<file path="config.mk">
export PLATFORM = sky130hd
export DESIGN_NAME = note_env_ctrl
export DESIGN_NICKNAME = d
export VERILOG_FILES = /design/src/rtl/note_env_ctrl.sv
export SDC_FILE = /design/constraint.sdc
export NUM_CORES = 1
export LEC_CHECK = 0
export ABC_AREA = 0
export CORE_AREA = 2 2 92 94
export CTS_CLUSTER_SIZE = 28
export DETAILED_ROUTE_END_ITERATION = 7
export DIE_AREA = 0 0 94 96
export PLACE_DENSITY = 0.74
export SLEW_MARGIN = 20
export SYNTH_ARGS = -nofsm -noshare
export SYNTH_HDL_FRONTEND = slang
export SYNTH_SLANG_ARGS = --single-unit
</file>
<file path="constraint.sdc">
create_clock -name mclk -period 4.1 [get_ports mclk]
set_input_delay 0.41 -clock mclk [delete_from_list [all_inputs] [get_ports mclk]]
set_output_delay 0.41 -clock mclk [all_outputs]
set_load 0.05 [all_outputs]
</file>
<file path="src/rtl/note_env_ctrl.sv">
// Per-voice note sequencer and ADSR envelope controller for one triangle source.
// Accepts note-on/off over valid/ready and steps the source volume on a divided envelope tick.
module note_env_ctrl #(
    parameter int unsigned VOLUME_BITS   = 4,
    parameter int unsigned FREQ_RES_BITS = 16,
    parameter int unsigned TICK_DIV      = 4096,
    parameter int unsigned RATE_BITS     = 8
) (
    input  logic                     mclk,
    input  logic                     rst,
    input  logic                     note_valid,
    output logic                     note_ready,
    input  logic                     note_on,
    input  logic [FREQ_RES_BITS-1:0] note_freq,
    input  logic [VOLUME_BITS-1:0]   note_vel,
    input  logic [RATE_BITS-1:0]     attack_rate,
    input  logic [RATE_BITS-1:0]     decay_rate,
    input  logic [RATE_BITS-1:0]     release_rate,
    input  logic [VOLUME_BITS-1:0]   sustain_level,
    output logic [FREQ_RES_BITS-1:0] p_frequency,
    output logic [VOLUME_BITS-1:0]   volume,
    output logic [2:0]               env_state,
    output logic                     active
);

    localparam int unsigned PRE_BITS  = $clog2(TICK_DIV);
    localparam int unsigned VEXT_BITS = VOLUME_BITS + 1;
    localparam logic [PRE_BITS-1:0] PRE_LAST = PRE_BITS'(TICK_DIV - 1);

    typedef enum logic [2:0] {
        ST_IDLE    = 3'd0,
        ST_ATTACK  = 3'd1,
        ST_DECAY   = 3'd2,
        ST_SUSTAIN = 3'd3,
        ST_RELEASE = 3'd4
    } env_state_e;

    logic [PRE_BITS-1:0]      pre_q, pre_d;
    logic                     ready_q, ready_d;
    env_state_e               state_q, state_d;
    logic [RATE_BITS-1:0]     step_q, step_d;
    logic [VOLUME_BITS-1:0]   vol_q, vol_d;
    logic [VOLUME_BITS-1:0]   peak_q, peak_d;
    logic [FREQ_RES_BITS-1:0] freq_q, freq_d;
    logic                     active_q;

    logic                     accept;
    logic                     env_tick;
    logic                     step_hit;
    logic                     in_note;
    logic [RATE_BITS-1:0]     rate_cur;
    logic [VOLUME_BITS-1:0]   sus_eff;
    logic [VEXT_BITS-1:0]     vol_inc;

    assign accept   = note_valid && ready_q;
    assign env_tick = (pre_q == PRE_LAST);
    assign sus_eff  = (sustain_level < peak_q) ? sustain_level : peak_q;
    assign vol_inc  = VEXT_BITS'(vol_q) + VEXT_BITS'(1);
    assign in_note  = (state_q == ST_ATTACK) || (state_q == ST_DECAY) ||
                      (state_q == ST_SUSTAIN);

    // Rate governing the step counter in the current phase
    always_comb begin
        rate_cur = '0;
        case (state_q)
            ST_ATTACK:  rate_cur = attack_rate;
            ST_DECAY:   rate_cur = decay_rate;
            ST_RELEASE: rate_cur = release_rate;
            default:    rate_cur = '0;
        endcase
    end

    assign step_hit = env_tick && (step_q == rate_cur);

    // Next-state: a command always overrides an envelope step in the same cycle
    always_comb begin
        pre_d   = env_tick ? '0 : pre_q + PRE_BITS'(1);
        ready_d = !accept;
        state_d = state_q;
        step_d  = step_q;
        vol_d   = vol_q;
        peak_d  = peak_q;
        freq_d  = freq_q;

        if (accept) begin
            step_d = '0;
            if (note_on) begin
                freq_d  = note_freq;
                peak_d  = note_vel;
                state_d = ST_ATTACK;
            end else if (in_note) begin
                state_d = ST_RELEASE;
            end
        end else begin
            case (state_q)
                ST_IDLE: begin
                    vol_d  = '0;
                    step_d = '0;
                end
                ST_ATTACK, ST_DECAY, ST_RELEASE: begin
                    if (env_tick) begin
                        step_d = step_hit ? '0 : step_q + RATE_BITS'(1);
                    end
                    if (step_hit) begin
                        if (state_q == ST_ATTACK) begin
                            if ((peak_q == '0) || (vol_inc >= VEXT_BITS'(peak_q))) begin
                                vol_d   = peak_q;
                                state_d = ST_DECAY;
                            end else begin
                                vol_d = vol_q + VOLUME_BITS'(1);
                            end
                        end else if (state_q == ST_DECAY) begin
                            if (vol_q <= sus_eff) begin
                                state_d = ST_SUSTAIN;
                            end else begin
                                vol_d = vol_q - VOLUME_BITS'(1);
                            end
                        end else begin
                            if (vol_q <= VOLUME_BITS'(1)) begin
                                vol_d   = '0;
                                state_d = ST_IDLE;
                            end else begin
                                vol_d = vol_q - VOLUME_BITS'(1);
                            end
                        end
                    end
                end
                ST_SUSTAIN: begin
                    step_d = '0;
                    if (env_tick) begin
                        if (vol_q < sus_eff) begin
                            vol_d = vol_q + VOLUME_BITS'(1);
                        end else if (vol_q > sus_eff) begin
                            vol_d = vol_q - VOLUME_BITS'(1);
                        end
                    end
                end
                default: begin
                    state_d = ST_IDLE;
                    vol_d   = '0;
                    step_d  = '0;
                end
            endcase
        end
    end

    always_ff @(posedge mclk or posedge rst) begin
        if (rst) begin
            pre_q    <= '0;
            ready_q  <= 1'b0;
            state_q  <= ST_IDLE;
            step_q   <= '0;
            vol_q    <= '0;
            peak_q   <= '0;
            freq_q   <= '0;
            active_q <= 1'b0;
        end else begin
            pre_q    <= pre_d;
            ready_q  <= ready_d;
            state_q  <= state_d;
            step_q   <= step_d;
            vol_q    <= vol_d;
            peak_q   <= peak_d;
            freq_q   <= freq_d;
            active_q <= (state_d != ST_IDLE);
        end
    end

    assign note_ready  = ready_q;
    assign p_frequency = freq_q;
    assign volume      = vol_q;
    assign env_state   = state_q;
    assign active      = active_q;

endmodule

</file>
==> results.txt, run 1 <==
Initial antenna violation count - 0
Worst Skew - 12.0 ps
N_diodes - 0
Die Ht - 96 um
Simple-gate share of the synthesized area - 19.8%
Num rows - 33
CTS Root Cell - clkbuf_8
Synth Area in Adders - 6.72%
Setup crit end kind - flip-flop
Nets - 467
Main combinational cell family by area after synthesis - simple AND/OR/NAND/NOR gates
Drt wl/cell - 15.0 um
Final Hold Fails - 0
Most instantiated library cell after synthesis - dfrtp_1
Synth area leaders - dfrtp_1 39%, mux2_2 8.2%, ha_1 6.7%
CP max-delay cell - clkdlybuf4s50_1
Syn Inst Count - 327
Ports - 77
DRC Markers - 0
# Post-CTS Setup Buffers - 0
Largest net degree at the start of global routing - 50
Fraction of final layout cells sized beyond drive strength 1 - 11.0%
All-Layer GR Usage - 17.7%
Die X - 94 um
Final Worst Setup Slack - 598 ps
Setup violations, final - 0
Post-synth EDFFs - 0
Die area - 9020 sq um
Synth Area in XOR/XNOR - 6.37%
Share of the synthesized area in the top cell type - 38.8%
PwrDens - 449 nW/um^2
Avg Cell Area, Syn - 9.68 sq um
Placer Congestion - 0.859
Routed WL - 7.58 mm
Register area share after synthesis - 38.8%
Vias/cell - 5.41
Via Count - 2725
IO Port Bufs - 76
Max VDD drop - 0.000281 V
Synth cell count leaders - 49 x dfrtp_1, 29 x nand2_1, 23 x mux2_2
Post-CTS Hold Fix Bufs - 0
First-pass GRT wire length - 12.8 mm
Core Util, Final - 51.4%
Type of the worst min-delay path - flip-flop to flip-flop
Gr ovfl total - 0
Status - complete, no violations
Post-Syn Nets - 396
Synth area leader - dfrtp_1
First-pass DRT Iterations - 4
Crit path largest cell delay - 430 ps
Seq cells post-synth - 49
Max H-tree Level - 2
Post-route cell area - 4140 sq um
Maximum fanout along the worst path - 6
Synth Area in Compound Gates - 13.9%
Setup_tns - 0 ps
Critical path cell sequence - clkdlybuf4s50_1 -> ha_1 -> a21o_1 -> a21o_1 -> a21oi_1 -> mux2_2 -> ha_1 -> inv_1 -> a21oi_1 -> o21ai_1 -> o221a_2 -> o21ai_0 -> a21oi_2 -> mux2_1
Synth warn - 0
Synth-to-layout area growth - 30.9%
Tightest Pin Transition - 945 ps
Clk Latency, worst-skew pair - 300 ps
Final period util - 85.4%
DP Worst Slack - 311 ps
Max-Slew Margin vs Limit - 36.9%
Critical path arrival - 3690 ps
CP Launch Type - input port
CTS tree - yes
Fmax - 286 MHz
Routed Antenna Nets - 0
RSZ-0062 raised after global routing - false
CTS sink count - 49
Worst path required time - 4290 ps
Clock slew at reported path FFs - 90 ps
CP Class - input port to flip-flop
CTS buffer count - 5
Synth cell types - 59
Async set or reset register ratio after synthesis - 100%
Final Max Slew Viols - 0
# fillers - 707
Mapped cell area - 3160 sq um
Tmin final - 3500 ps
HPWL Detailed - 5.58 mm
CORE AREA - 8050 sq um
Vias in the first global route - 2752
Mux share of post-synthesis cell area - 10.5%
# resized after CTS - 0
Placed cell areas - 4000 sq um
Leak - 0.00173 uW
Initial DRC count - 112
Max-Cap Viols - 0
Starting Density - 39.3%
Clk buf depth - 2
Post-synth top flop - dfrtp_1
[layer usage]
layer / GRT usage, % / vias to the layer above / wire, um
met1: 23.5 / 1288 / 3320
met5: 0 / - / 0
met3: 4.31 / 13 / 617
met4: 5.43 / 0 / 122
li1: - / 1322 / -
met2: 28.8 / 102 / 3520
[through the flow]
stage | cells | hold WS (ps) | power (uW)
after floorplan | 327 | 442 | 1190
after detailed placement | 496 | 463 | 1450
after global routing | 504 | 486 | 1980
after global placement | 496 | 462 | 1430
final | 504 | 472 | 1860
after CTS | 504 | 477 | 1870
[power breakdown]
| group | leakage [uW] | switching, uW | internal, uW |
|---|---|---|---|
| Sequential | 0.000617 | 82.3 | 539 |
| Combinational | 0.00105 | 474 | 350 |
| Clock | 0.0000687 | 168 | 246 |
[worst max-delay path, delay by kind of cell]
family / cells / cell delay (ps)
mux: 2 / 750
compound gates: 8 / 1550
buf+inv: 2 / 480
fa+ha+maj: 2 / 490
[worst paths after layout]
| kind | cells after the start | slack [ps] | start | end |
|---|---|---|---|---|
| max | 14 | 600 | sustain_level[1] | volume[1]$_DFFE_PP0P_ |
| min | 1 | 470 | pre_q[10]$_DFF_PP0_ | pre_q[10]$_DFF_PP0_ |
| max reg2reg | 14 | 640 | peak_q[1]$_DFFE_PP0P_ | volume[1]$_DFFE_PP0P_ |
| min reg2reg | 1 | 470 | pre_q[10]$_DFF_PP0_ | pre_q[10]$_DFF_PP0_ |
| max in group asynchronous | 2 | 3010 | rst | pre_q[8]$_DFF_PP0_ |
| min in group asynchronous | 2 | 570 | rst | p_frequency[0]$_DFFE_PP0P_ |
[area by class of cell]
type	instances	area, sq um	area share (%)
inverter	15	57.6	1.39
clock inverter	3	68.8	1.66
timing repair buffer	78	776	18.7
multi-input combinational	249	1810	43.8
clock buffer	5	68.8	1.66
tap	105	131	3.17
sequential	49	1230	29.6
[placed cells by master (no fill, tap or decap), types with 4 or more instances in the layout]
cell	n
or3_1	4
dfrtp_1	49
nor3_1	9
a21oi_1	12
and2_1	9
o21ai_0	19
nor4_1	4
clkdlybuf4s50_1	76
mux2_2	23
nand4_1	6
mux2i_1	4
inv_1	13
xor2_1	7
nor2b_1	7
ha_1	17
xnor2_1	16
nor2_1	18
nand3_1	11
clkbuf_8	5
nand2_1	29
[sequential cells by signal, indices dropped and copies added (netlist names)]
name,flops
env_state,3
note_ready,1
p_frequency,16
volume,4
peak_q,4
pre_q,12
active,1
step_q,8
[cell families (layout without fill, tap and decap cells)]
group / Yosys count / count (layout)
simple gates: 115 / 115
xor+xnor: 23 / 23
mux: 30 / 30
buf+inv: 29 / 101
flops: 49 / 49
fa+ha+maj: 17 / 17
compound gates: 64 / 64
Power figures use the tool's default switching activity.
==> run 2, diff against run 1 <==
--- a/config.mk
+++ b/config.mk
@@ -10,6 +10,7 @@
 export CTS_CLUSTER_SIZE = 28
 export DETAILED_ROUTE_END_ITERATION = 7
 export DIE_AREA = 0 0 94 96
+export MAX_ROUTING_LAYER = met4
 export PLACE_DENSITY = 0.74
 export SLEW_MARGIN = 20
 export SYNTH_ARGS = -nofsm -noshare
==> results.txt, run 2 (synthesized netlist as in run 1, its figures left out) <==
Fraction of final layout cells sized beyond drive strength 1 - 11.0%
Critical R2R Launch - peak_q[1]$_DFFE_PP0P_
Largest net degree at the start of global routing - 50
Maximum fanout along the worst path - 6
GR Util met1 - 23.8%
Worst setup path start - sustain_level[1]
Max-Slew Margin vs Limit - 37.5%
RSZ-0062 raised after global routing - false
Worst Skew - 11.5 ps
Tmin final - 3520 ps
CTS sink count - 49
Drt wl/cell - 15.2 um
CP Launch Type - input port
Nets - 467
Type of the worst min-delay path - flip-flop to flip-flop
PwrDens - 450 nW/um^2
Hold path cells - 1
Core Util, Final - 51.4%
DP Worst Slack - 311 ps
RR Endpoint - volume[1]$_DFFE_PP0P_
Num rows - 33
HPWL Detailed - 5.58 mm
Starting Density - 39.3%
CTS tree - yes
Critical path buffers and inverters - 2
CP Class - input port to flip-flop
Ports - 77
Top Family by Delay on Critical Path - compound AO/OA/AOI/OAI gates
All-Layer GR Usage - 18.3%
Post-CTS Hold Fix Bufs - 0
# resized after CTS - 0
CTS Root Cell - clkbuf_8
Clock slew at reported path FFs - 90 ps
Number of flip-flops in the largest register - 16
Final period util - 85.9%
First-pass DRT Iterations - 4
CP Depth - 15
Max-Cap Viols - 0
CTS buffer count - 5
Worst path required time - 4290 ps
Initial antenna violation count - 0
FF-to-FF setup slack - 620 ps
Critical path cell sequence - clkdlybuf4s50_1 -> ha_1 -> a21o_1 -> a21o_1 -> a21oi_1 -> buf_4 -> nor2_1 -> a21oi_1 -> ha_1 -> a21oi_1 -> o21ai_1 -> o21ai_0 -> o21ai_0 -> a21oi_2 -> mux2_1
Initial DRC count - 120
Routed WL - 7.65 mm
GR Util met3 - 3.84%
Crit path largest cell delay - 430 ps
Clk buf depth - 2
Vias in the first global route - 2763
Die X - 94 um
FF-to-FF path depth - 15
Final Max Slew Viols - 0
IO Port Bufs - 76
Die Ht - 96 um
Worst setup path end - volume[1]$_DFFE_PP0P_
DRC Markers - 0
CORE AREA - 8050 sq um
Final Worst Setup Slack - 579 ps
Via Count - 2750
Commonest non-fill, non-tap cells in the layout - 76 x clkdlybuf4s50_1, 49 x dfrtp_1, 29 x nand2_1, 23 x mux2_2, 19 x o21ai_0
Vias/cell - 5.46
Routed Antenna Nets - 0
Most frequent CP cell - a21oi_1
Commonest non-fill, non-tap cell in the layout - clkdlybuf4s50_1
Placer Congestion - 0.873
Gr ovfl total - 0
Global route hottest layer - met2
# Post-CTS Setup Buffers - 0
Setup violations, final - 0
Clk Latency, worst-skew pair - 300 ps
First-pass GRT wire length - 12.8 mm
Tightest Pin Transition - 935 ps
Critical path arrival - 3710 ps
Setup crit end kind - flip-flop
Final Hold Fails - 0
Synth-to-layout area growth - 30.9%
Status - complete, no violations
Leak - 0.00173 uW
Setup_tns - 0 ps
N_diodes - 0
Max VDD drop - 0.000280 V
Fmax - 284 MHz
Max H-tree Level - 2
# fillers - 707
Met2 usage - 28.9%
CP max-delay cell - clkdlybuf4s50_1
Die area - 9020 sq um
run 2: cell counts in the layout (fill, tap and decap cells not counted):
Identical to the previous run, type by type.
run 2: how the worst min path moves through the flow:
| stage | slack [ps] | to | startpoint |
|---|---|---|---|
| 2_1_floorplan | 440 | pre_q[10]$_DFF_PP0_ | pre_q[10]$_DFF_PP0_ |
| 3_3_place_gp | 460 | pre_q[8]$_DFF_PP0_ | pre_q[8]$_DFF_PP0_ |
| 3_5_place_dp | 460 | pre_q[8]$_DFF_PP0_ | pre_q[8]$_DFF_PP0_ |
| 4_1_cts | 480 | pre_q[10]$_DFF_PP0_ | pre_q[10]$_DFF_PP0_ |
| 5_1_grt | 490 | pre_q[10]$_DFF_PP0_ | pre_q[10]$_DFF_PP0_ |
| 6_report | 470 | pre_q[10]$_DFF_PP0_ | pre_q[10]$_DFF_PP0_ |
run 2: stage by stage:
step	power, uW	instance area, sq um	hold slack (ps)	std cells
floorplan	1190	3160	442	327
global placement	1430	4000	462	496
detailed placement	1450	4000	463	496
CTS	1870	4140	477	504
global route	1980	4140	486	504
finish	1860	4140	470	504
run 2: worst reg2reg max path, cell delays in order, from the launching register on:
cell and delay (ps):
dfrtp_1 420, inv_1 100, ha_1 290, a21o_1 160
a21o_1 170, a21oi_1 240, buf_4 170, nor2_1 40
a21oi_1 130, ha_1 270, a21oi_1 160, o21ai_1 170
o21ai_0 310, o21ai_0 150, a21oi_2 250, mux2_1 360
run 2: report_power, final:
part	leakage, uW	switching [uW]	total (uW)	internal, uW
clock	0.0000687	168	413	246
sequential	0.000617	83.0	622	539
combinational	0.00105	476	826	350
total	0.00173	727	1860	1130
run 2: area by class of cell:
type,instances,area [sq um],share of cell area (%)
inverters,15,57.6,1.39
clock buffers,5,68.8,1.66
multi-input cells,249,1810,43.8
repair buffers,78,776,18.7
clock inverters,3,68.8,1.66
flip-flops and latches,49,1230,29.6
well taps,105,131,3.17
run 2: per-layer routing:
layer | vias to the layer above | part of all wire (%)
li1 | 1324 | -
met1 | 1304 | 44
met2 | 109 | 46
met3 | 13 | 7.5
met4 | 0 | 1.6
met5 | - | 0
